### src/rtl/axis_frame_fifo.sv
// rtl/axis_frame_fifo.sv - store-and-forward AXI-Stream frame buffer with whole-frame drop on overflow
//
// Ports:
//   clk, reset          single clock, synchronous active-high reset
//   s_axis_*            input stream (tdata/tkeep/tvalid/tlast, trdy out)
//   m_axis_*            output stream (tdata/tkeep/tvalid/tlast, trdy in)
//   frame_drop          one-cycle pulse per dropped frame
//   frame_count         committed frames not yet fully read out
module axis_frame_fifo #(
    parameter int DATA_WIDTH = 32,
    parameter int KEEP_WIDTH = DATA_WIDTH / 8,
    parameter int DEPTH      = 64,
    parameter int ADDR_WIDTH = $clog2(DEPTH)
) (
    input  logic                  clk,
    input  logic                  reset,
    input  logic [DATA_WIDTH-1:0] s_axis_tdata,
    input  logic [KEEP_WIDTH-1:0] s_axis_tkeep,
    input  logic                  s_axis_tvalid,
    input  logic                  s_axis_tlast,
    output logic                  s_axis_trdy,
    output logic [DATA_WIDTH-1:0] m_axis_tdata,
    output logic [KEEP_WIDTH-1:0] m_axis_tkeep,
    output logic                  m_axis_tvalid,
    output logic                  m_axis_tlast,
    input  logic                  m_axis_trdy,
    output logic                  frame_drop,
    output logic [ADDR_WIDTH:0]   frame_count
);

    localparam int W = DATA_WIDTH + KEEP_WIDTH + 1;

    typedef enum logic [1:0] {S_IDLE, S_WRITE, S_DROP} state_t;

    state_t state, state_nx;

    logic [W-1:0]        mem [DEPTH];
    logic [ADDR_WIDTH:0] wr_cur;      // speculative write pointer
    logic [ADDR_WIDTH:0] wr_commit;   // end of last complete frame
    logic [ADDR_WIDTH:0] commit_vis;  // wr_commit as seen by the read side
    logic [ADDR_WIDTH:0] rd_ptr;

    logic       accept;
    logic       full;
    logic       wr_en;
    logic       commit;
    logic       rewind;
    logic       drop_evt;
    logic       load;
    logic       fc_dec;
    logic [W-1:0] rd_word;

    assign accept  = s_axis_tvalid && s_axis_trdy;
    // Free space is zero when the pointers differ only in the wrap bit.
    assign full    = (wr_cur[ADDR_WIDTH] != rd_ptr[ADDR_WIDTH]) &&
                     (wr_cur[ADDR_WIDTH-1:0] == rd_ptr[ADDR_WIDTH-1:0]);
    // The read side only ever chases the registered commit pointer, so
    // partially written frames can never leak onto m_axis.
    assign load    = (!m_axis_tvalid || m_axis_trdy) && (rd_ptr != commit_vis);
    assign fc_dec  = m_axis_tvalid && m_axis_trdy && m_axis_tlast;
    assign rd_word = mem[rd_ptr[ADDR_WIDTH-1:0]];

    always_comb begin
        state_nx = state;
        wr_en    = 1'b0;
        commit   = 1'b0;
        rewind   = 1'b0;
        drop_evt = 1'b0;
        case (state)
            S_IDLE, S_WRITE: begin
                if (accept) begin
                    if (!full) begin
                        wr_en = 1'b1;
                        if (s_axis_tlast) begin
                            commit   = 1'b1;
                            state_nx = S_IDLE;
                        end else begin
                            state_nx = S_WRITE;
                        end
                    end else begin
                        // Out of room: throw away everything written for this frame.
                        rewind = 1'b1;
                        if (s_axis_tlast) begin
                            drop_evt = 1'b1;
                            state_nx = S_IDLE;
                        end else begin
                            state_nx = S_DROP;
                        end
                    end
                end
            end
            S_DROP: begin
                if (accept && s_axis_tlast) begin
                    drop_evt = 1'b1;
                    state_nx = S_IDLE;
                end
            end
            default: state_nx = S_IDLE;
        endcase
    end

    always_ff @(posedge clk) begin
        if (wr_en) begin
            mem[wr_cur[ADDR_WIDTH-1:0]] <= {s_axis_tlast, s_axis_tkeep, s_axis_tdata};
        end
    end

    always_ff @(posedge clk) begin
        if (reset) begin
            state         <= S_IDLE;
            wr_cur        <= '0;
            wr_commit     <= '0;
            commit_vis    <= '0;
            rd_ptr        <= '0;
            s_axis_trdy   <= 1'b0;
            frame_drop    <= 1'b0;
            frame_count   <= '0;
            m_axis_tdata  <= '0;
            m_axis_tkeep  <= '0;
            m_axis_tvalid <= 1'b0;
            m_axis_tlast  <= 1'b0;
        end else begin
            state       <= state_nx;
            s_axis_trdy <= 1'b1;
            frame_drop  <= drop_evt;
            commit_vis  <= wr_commit;

            if (wr_en) begin
                wr_cur <= wr_cur + 1'b1;
            end else if (rewind) begin
                wr_cur <= wr_commit;
            end
            if (commit) begin
                wr_commit <= wr_cur + 1'b1;
            end

            if (load) begin
                m_axis_tdata  <= rd_word[DATA_WIDTH-1:0];
                m_axis_tkeep  <= rd_word[DATA_WIDTH +: KEEP_WIDTH];
                m_axis_tlast  <= rd_word[W-1];
                m_axis_tvalid <= 1'b1;
                rd_ptr        <= rd_ptr + 1'b1;
            end else if (m_axis_trdy) begin
                m_axis_tvalid <= 1'b0;
            end

            case ({commit, fc_dec})
                2'b10:   frame_count <= frame_count + 1'b1;
                2'b01:   frame_count <= frame_count - 1'b1;
                default: frame_count <= frame_count;
            endcase
        end
    end

endmodule
### config.mk
export PLATFORM = sky130hd
export DESIGN_NAME = axis_frame_fifo
export DESIGN_NICKNAME = d
export VERILOG_FILES = /design/src/rtl/axis_frame_fifo.sv
export SDC_FILE = /design/constraint.sdc
export NUM_CORES = 2
export LEC_CHECK = 0
export ABC_AREA = 1
export BUFFER_PORTS_ARGS = -buffer_cell sky130_fd_sc_hd__buf_4
export CAP_MARGIN = 10
export CORE_MARGIN = 10
export CORE_UTILIZATION = 47
export CTS_CLUSTER_SIZE = 8
export DETAILED_ROUTE_END_ITERATION = 10
export PLACE_DENSITY_LB_ADDON = 0.15
export SLEW_MARGIN = 10
export SYNTH_ARGS = -nofsm -noshare
export SYNTH_HDL_FRONTEND = slang
export SYNTH_SLANG_ARGS = --single-unit
### constraint.sdc
create_clock -name clk -period 6.5 [get_ports clk]
set_input_delay 1.3 -clock clk [delete_from_list [all_inputs] [get_ports clk]]
set_output_delay 1.3 -clock clk [all_outputs]
set_load 0.02 [all_outputs]
* After elaboration in Yosys (flattened, before gate mapping)
Memories as Yosys holds them, arrays and structs flattened. A register that Yosys moved wholly into a read port is not among the register bits.
Cells that the tools add are included.
** Word-level totals
- Register bits after elaboration :: 40
- Memory bits (writable) :: 2368
- Memories kept :: 1
** Operators by class
- Add/sub/neg operators :: 4
- Eq/ne operators :: 9
- Multiplexer cells :: 28
- Reductions and logical operators :: 14
** Memory list
- mem :: depth 64, bits a word 37, rd ports 1, clocked after memory_dff 1, wr ports 1, line 37 : logic [W-1:0] mem [DEPTH];
** Operators with widths (count)
- adder 7 x 1 -> 7 bit (second input constant) :: 3
- 2-to-1 mux 1 bit :: 19
- 2-to-1 mux 7 bit :: 2
- case mux 7 bit (2 select lines) :: 1
- 2-to-1 mux 2 bit :: 4
- != test 7 bit :: 1
- subtractor 7 x 1 -> 7 bit (second input constant) :: 1
- == test 6 bit :: 1
- logical AND 1 bit :: 6
- nonzero test 2 bit :: 3
- == test 2 x 1 -> 1 bit (second input constant) :: 2
- == test 2 bit (second input constant) :: 2
- != test 2 bit (second input constant) :: 2
- case mux 2 bit (2 select lines) :: 1
- logical NOT 2 bit :: 1
- case mux 1 bit (2 select lines) :: 1
- AND reduction 2 bit :: 1
- OR reduction 2 bit :: 1
- logical NOT 1 bit :: 1
- logical OR 1 bit :: 1
- != test 1 bit :: 1

* Longest topological paths before layout
- Word-level depth :: 7
- Mapped depth :: 19
- Gate-level depth less buffers :: 18

* Least setup slack after synthesis
Ideal clock, no wire load.
- Path type :: input -> register
- Start point :: input port s_axis_tvalid
- End point :: memory mem[31][0] (netlist name), enable pin
- Library setup time :: 0.524 ns
- Arrival :: 5.136 ns
- Slack :: 0.840 ns
- Stages :: 2
- Buffers on the path :: 0
- Cells stage by stage :: nand2_1 > nor4_1
** On the way
- Longest elaborated chain between the ends :: 5
** RTL lines
- start, declared :: line 19 : input logic s_axis_tvalid,
- logical AND 1 bit :: line 53 : assign accept = s_axis_tvalid && s_axis_trdy;
- 2-to-1 mux 1 bit :: line 71 : if (accept) begin
- 2-to-1 mux 1 bit :: line 69 : case (state)
- 2-to-1 mux 1 bit :: line 103 : if (wr_en) begin
- 2-to-1 mux 1 bit (not written as such) :: line 104 : mem[wr_cur[ADDR_WIDTH-1:0]] <= {s_axis_tlast, s_axis_tkeep, s_axis_tdata};
- end, declared :: line 37
No other way between the ends.

* Final worst setup path
- Start point :: register rd_ptr[1]
- End point :: memory mem[40][6] (netlist name), enable pin
** On the way
- Longest elaborated chain between the ends :: 7
** RTL lines
- start, declared :: line 41 : logic [ADDR_WIDTH:0] rd_ptr;
- start signal, assigned :: line 142 : rd_ptr <= rd_ptr + 1'b1;
- == test 6 bit :: line 56 : (wr_cur[ADDR_WIDTH-1:0] == rd_ptr[ADDR_WIDTH-1:0]);
- logical AND 1 bit :: line 55 : assign full = (wr_cur[ADDR_WIDTH] != rd_ptr[ADDR_WIDTH]) &&
- 2-to-1 mux 1 bit :: line 72 : if (!full) begin
- 2-to-1 mux 1 bit :: line 71
- 2-to-1 mux 1 bit :: line 69
- 2-to-1 mux 1 bit :: line 103
- 2-to-1 mux 1 bit (not written as such) :: line 104
No other way between the ends.

==> metrics.md <==
| Metric | Value |
|---|---|
| Commonest cells in the netlist | 3388 x nand2_1, 2368 x edfxtp_1, 1232 x inv_1 |
| Routed WL | 311.1 mm |
| Post-Synth Adder-Cell Area | 0.001155 |
| CTS root buf | clkbuf_16 |
| Final Util | 0.5326 |
| Nets | 10120 |
| Clock skew | 35.13 ps |
| Count leader, synth | nand2_1 |
| Syn avg cell area | 10.39 um^2 |
| P per Cell Area | 388.2 nW/um^2 |
| Worst-path cell chain | xnor2_1 -> nand2_1 -> nor2_1 -> nand3_1 -> nand2_2 -> nor2_8 -> nand4_2 -> nor2_4 -> buf_4 |
| Met2 Wirelength | 136.4 mm |
| Wire length per cell | 23.67 um |
| Overflow after GRT | 0 |
| RSZ-0062 raised after global routing | no |
| Die height | 490.3 um |
| Placed Cells incl. Taps | 12660 |
| Post-Synth Simple-Gate Area | 0.2084 |
| DRC errors left | 0 |
| Clock transition at path regs | 50 ps |
| 1st-pass router iterations | 6 |
| Fin crit share | 0.7010 |
| Main combinational cell family by area after synthesis | simple AND/OR/NAND/NOR gates |
| Die Area | 240400 um^2 |
| Setup Fix Bufs, Post-CTS | 0 |
| Share of cells above drive strength 1 | 0.06778 |
| Crit Path Class | register to register |
| CTS max path bufs | 4 |
| Reg area | 72660 um^2 |
| Finished layout cell area | 117100 um^2 |
| Highest routed layer | met4 |
| Placed Area | 107500 um^2 |
| Met1 wire length | 133.8 mm |
| Yosys top cell area share | 0.6839 |
| Largest net degree at the start of global routing | 188 |
| Area grow syn2layout | 12.67% |
| Critical path startpoint | rd_ptr[1] |
| First-pass GRT wire length | 453.2 mm |
| # hold bufs at CTS | 0 |
| CP peak stage delay | 980 ps |
| Async S/R FF share, synth | 0 |
| Worst vdd ir | 632.3 uV |
| Slew @ Worst Pin | 1268 ps |
| Iter 0 DRT Violations | 8403 |
| Overall Global Routing Usage | 0.2501 |
| Hold Vio Cnt, Final | 0 |
| CP required | 7080 ps |
| CP Launch Type | register |
| Sw Ratio | 0.3342 |
| CP max-delay cell | nor2_4 |
| Post-Syn Nets | 10060 |
| Arr. time, crit path | 5140 ps |
| Pre-CTS setup slack | 1921 ps |
| GPL Wtd Cong | 0.9142 |
| CP max FO | 47 |
| Post-synthesis cell type count | 38 |
| Starting density of the core | 0.4727 |
| Largest cells by area after synthesis | edfxtp_1 68%, nand2_1 12%, nand3_1 5.2%, inv_1 4.4%, nor2_1 3.2% |
| P_leak | 47.42 nW |
| Critical hold path startpoint | wr_commit[0] |
| Predominant post-synthesis flop cell | edfxtp_1 |
| CP Capture Type | register |
| Max-slew violation count | 0 |
| Sequential power share | 0.389 |
| Post-Synthesis Cell Area | 104000 um^2 |
| Routed Antenna Nets | 0 |
| Int Pwr | 0.03028 W |
| Logic pwr share | 0.254 |
| Layout Cells excl Fill | 13140 |
| PortBufs | 87 |
| Final WS setup | 1944 ps |
| TritonCTS buffer count | 356 |
| Clock power frac | 0.358 |
| Routed vias | 70810 |
| Met3 WL | 26.81 mm |
| Io pins | 88 |
| # fillers | 19220 |
| Floorplan row count | 172 |
| Xor/xnor share of the synthesized area | 0.002022 |
| Post-cts sizing count | 0 |
| Dominant cell type by area after synthesis | edfxtp_1 |
| H-tree levels | 5 |
| Hold/Removal Path Class | register to register |
| Multi-input gate area | 24520 um^2 |
| R2r startpoint | rd_ptr[1] |
| Via/cell ratio | 5.388 |
| Total negative slack | 0 ps |
| Psw | 0.01519 W |
| Clock Sinks | 2445 |
| Post-synth EDFFs | 2368 |
| Count of max-cap constraint violations | 0 |
| Post-Syn Instances | 10010 |
| Status | finished clean |
| Register bit total from synthesis | 2445 |
| Tmin final | 4556 ps |
| Complex-gate fraction of the synthesized area | 0.01956 |
| Endpoints failing setup | 0 |
| Die width | 490.3 um |
| Post-synthesis mux area share | 0 |
| Hpwl dp | 177.1 mm |
| Synth Warn # | 0 |
| Seq/Total Area, Yosys | 0.6988 |
| Slew HR | 0.1525 |
| CTS tree | yes |
| Initial antenna violation count | 12 |
| Vias in the first global route | 66250 |
| Clock latency on the worst-skew pair | 950 ps |
| Core area | 219900 um^2 |
| Fmax achieved | 0.2195 GHz |
## logic make-up after synthesis
kind of cell | count (synthesis)
buffers and inverters | 1759
XOR/XNOR | 24
AND/OR/NAND/NOR | 5374
adder cells (fa/ha/maj) | 9
flip-flops | 2445
AO/OA/AOI/OAI | 398
## stage by stage
step	hold slack [ps]	total power, W
floorplan	411.3	0.02544
global placement	432.6	0.02933
detailed placement	435.0	0.02941
CTS	441.6	0.04561
global route	466.6	0.04740
finish	448.7	0.04547
## metal layers
layer | up-vias | GRT usage
li1 | 32570 | -
met1 | 34500 | 0.3695
met2 | 3234 | 0.3685
met3 | 509 | 0.03631
met4 | 0 | 0.1072
met5 | - | 0
## final timing paths
kind	to	slack, ps	depth (start not counted)
worst max-delay path	mem[40][6]	1940	9
worst min-delay path	commit_vis[0]	450	2
worst max register to register	mem[40][6]	1940	9
worst min register to register	commit_vis[0]	450	2
## worst max-delay path, delay by kind of cell (launching register included)
family | cells | cell delay [ps]
simple gates | 7 | 2700
buf+inv | 1 | 460
xor+xnor | 1 | 200
flops | 1 | 790
## cell type report
class / instances / area share
diodes: 4 / 0.00008545
clock buffers: 461 / 0.08051
clock inverters: 6 / 0.0004700
inverters: 1238 / 0.04001
multi-input cells: 5805 / 0.2093
flip-flops and latches: 2445 / 0.6203
well taps: 2958 / 0.03160
repair buffers: 225 / 0.01769
## layout by cell type (no fill, tap or decap), types with 2 or more instances in the layout
cell type | synthesis | layout
ha_1 | 8 | 8
nor2_1 | 880 | 816
nand2_1 | 3388 | 3388
clkbuf_1 | 189 | 99
nand3_1 | 1082 | 1082
a21oi_1 | 65 | 65
nor2_4 | 1 | 65
dfxtp_1 | 77 | 73
o211ai_1 | 11 | 11
inv_1 | 1232 | 1226
nand4_2 | 8 | 8
inv_6 | 0 | 6
o22ai_1 | 6 | 6
buf_4 | 47 | 195
o21ai_1 | 25 | 25
dfxtp_4 | 0 | 3
buf_12 | 0 | 29
inv_2 | 2 | 4
or2_2 | 6 | 6
edfxtp_1 | 2368 | 2368
nand2_2 | 2 | 2
clkinv_1 | 3 | 3
nand4_1 | 2 | 2
xor2_1 | 16 | 16
diode_2 | 0 | 4
xnor2_1 | 8 | 8
clkbuf_16 | 0 | 362
o21ai_0 | 288 | 288
## state kept, by name, summed over array words and instances (netlist names)
signal and count:
mem 2368, commit_vis 7, m_axis_tvalid 1, state 2, m_axis_tdata 32, rd_ptr 7
s_axis_trdy 1, frame_count 7, frame_drop 1, wr_cur 7, m_axis_tlast 1, m_axis_tkeep 4
wr_commit 7
## power groups by stage
stage                     sequential (W)  clock [W]  combinational, W
after detailed placement          0.0180          0            0.0114
after CTS                         0.0177     0.0164            0.0115
after floorplan                   0.0179          0           0.00751
final                             0.0177     0.0163            0.0115
after global placement            0.0180          0            0.0113
after global routing              0.0177     0.0171            0.0126
Power figures use the tool's default switching activity.
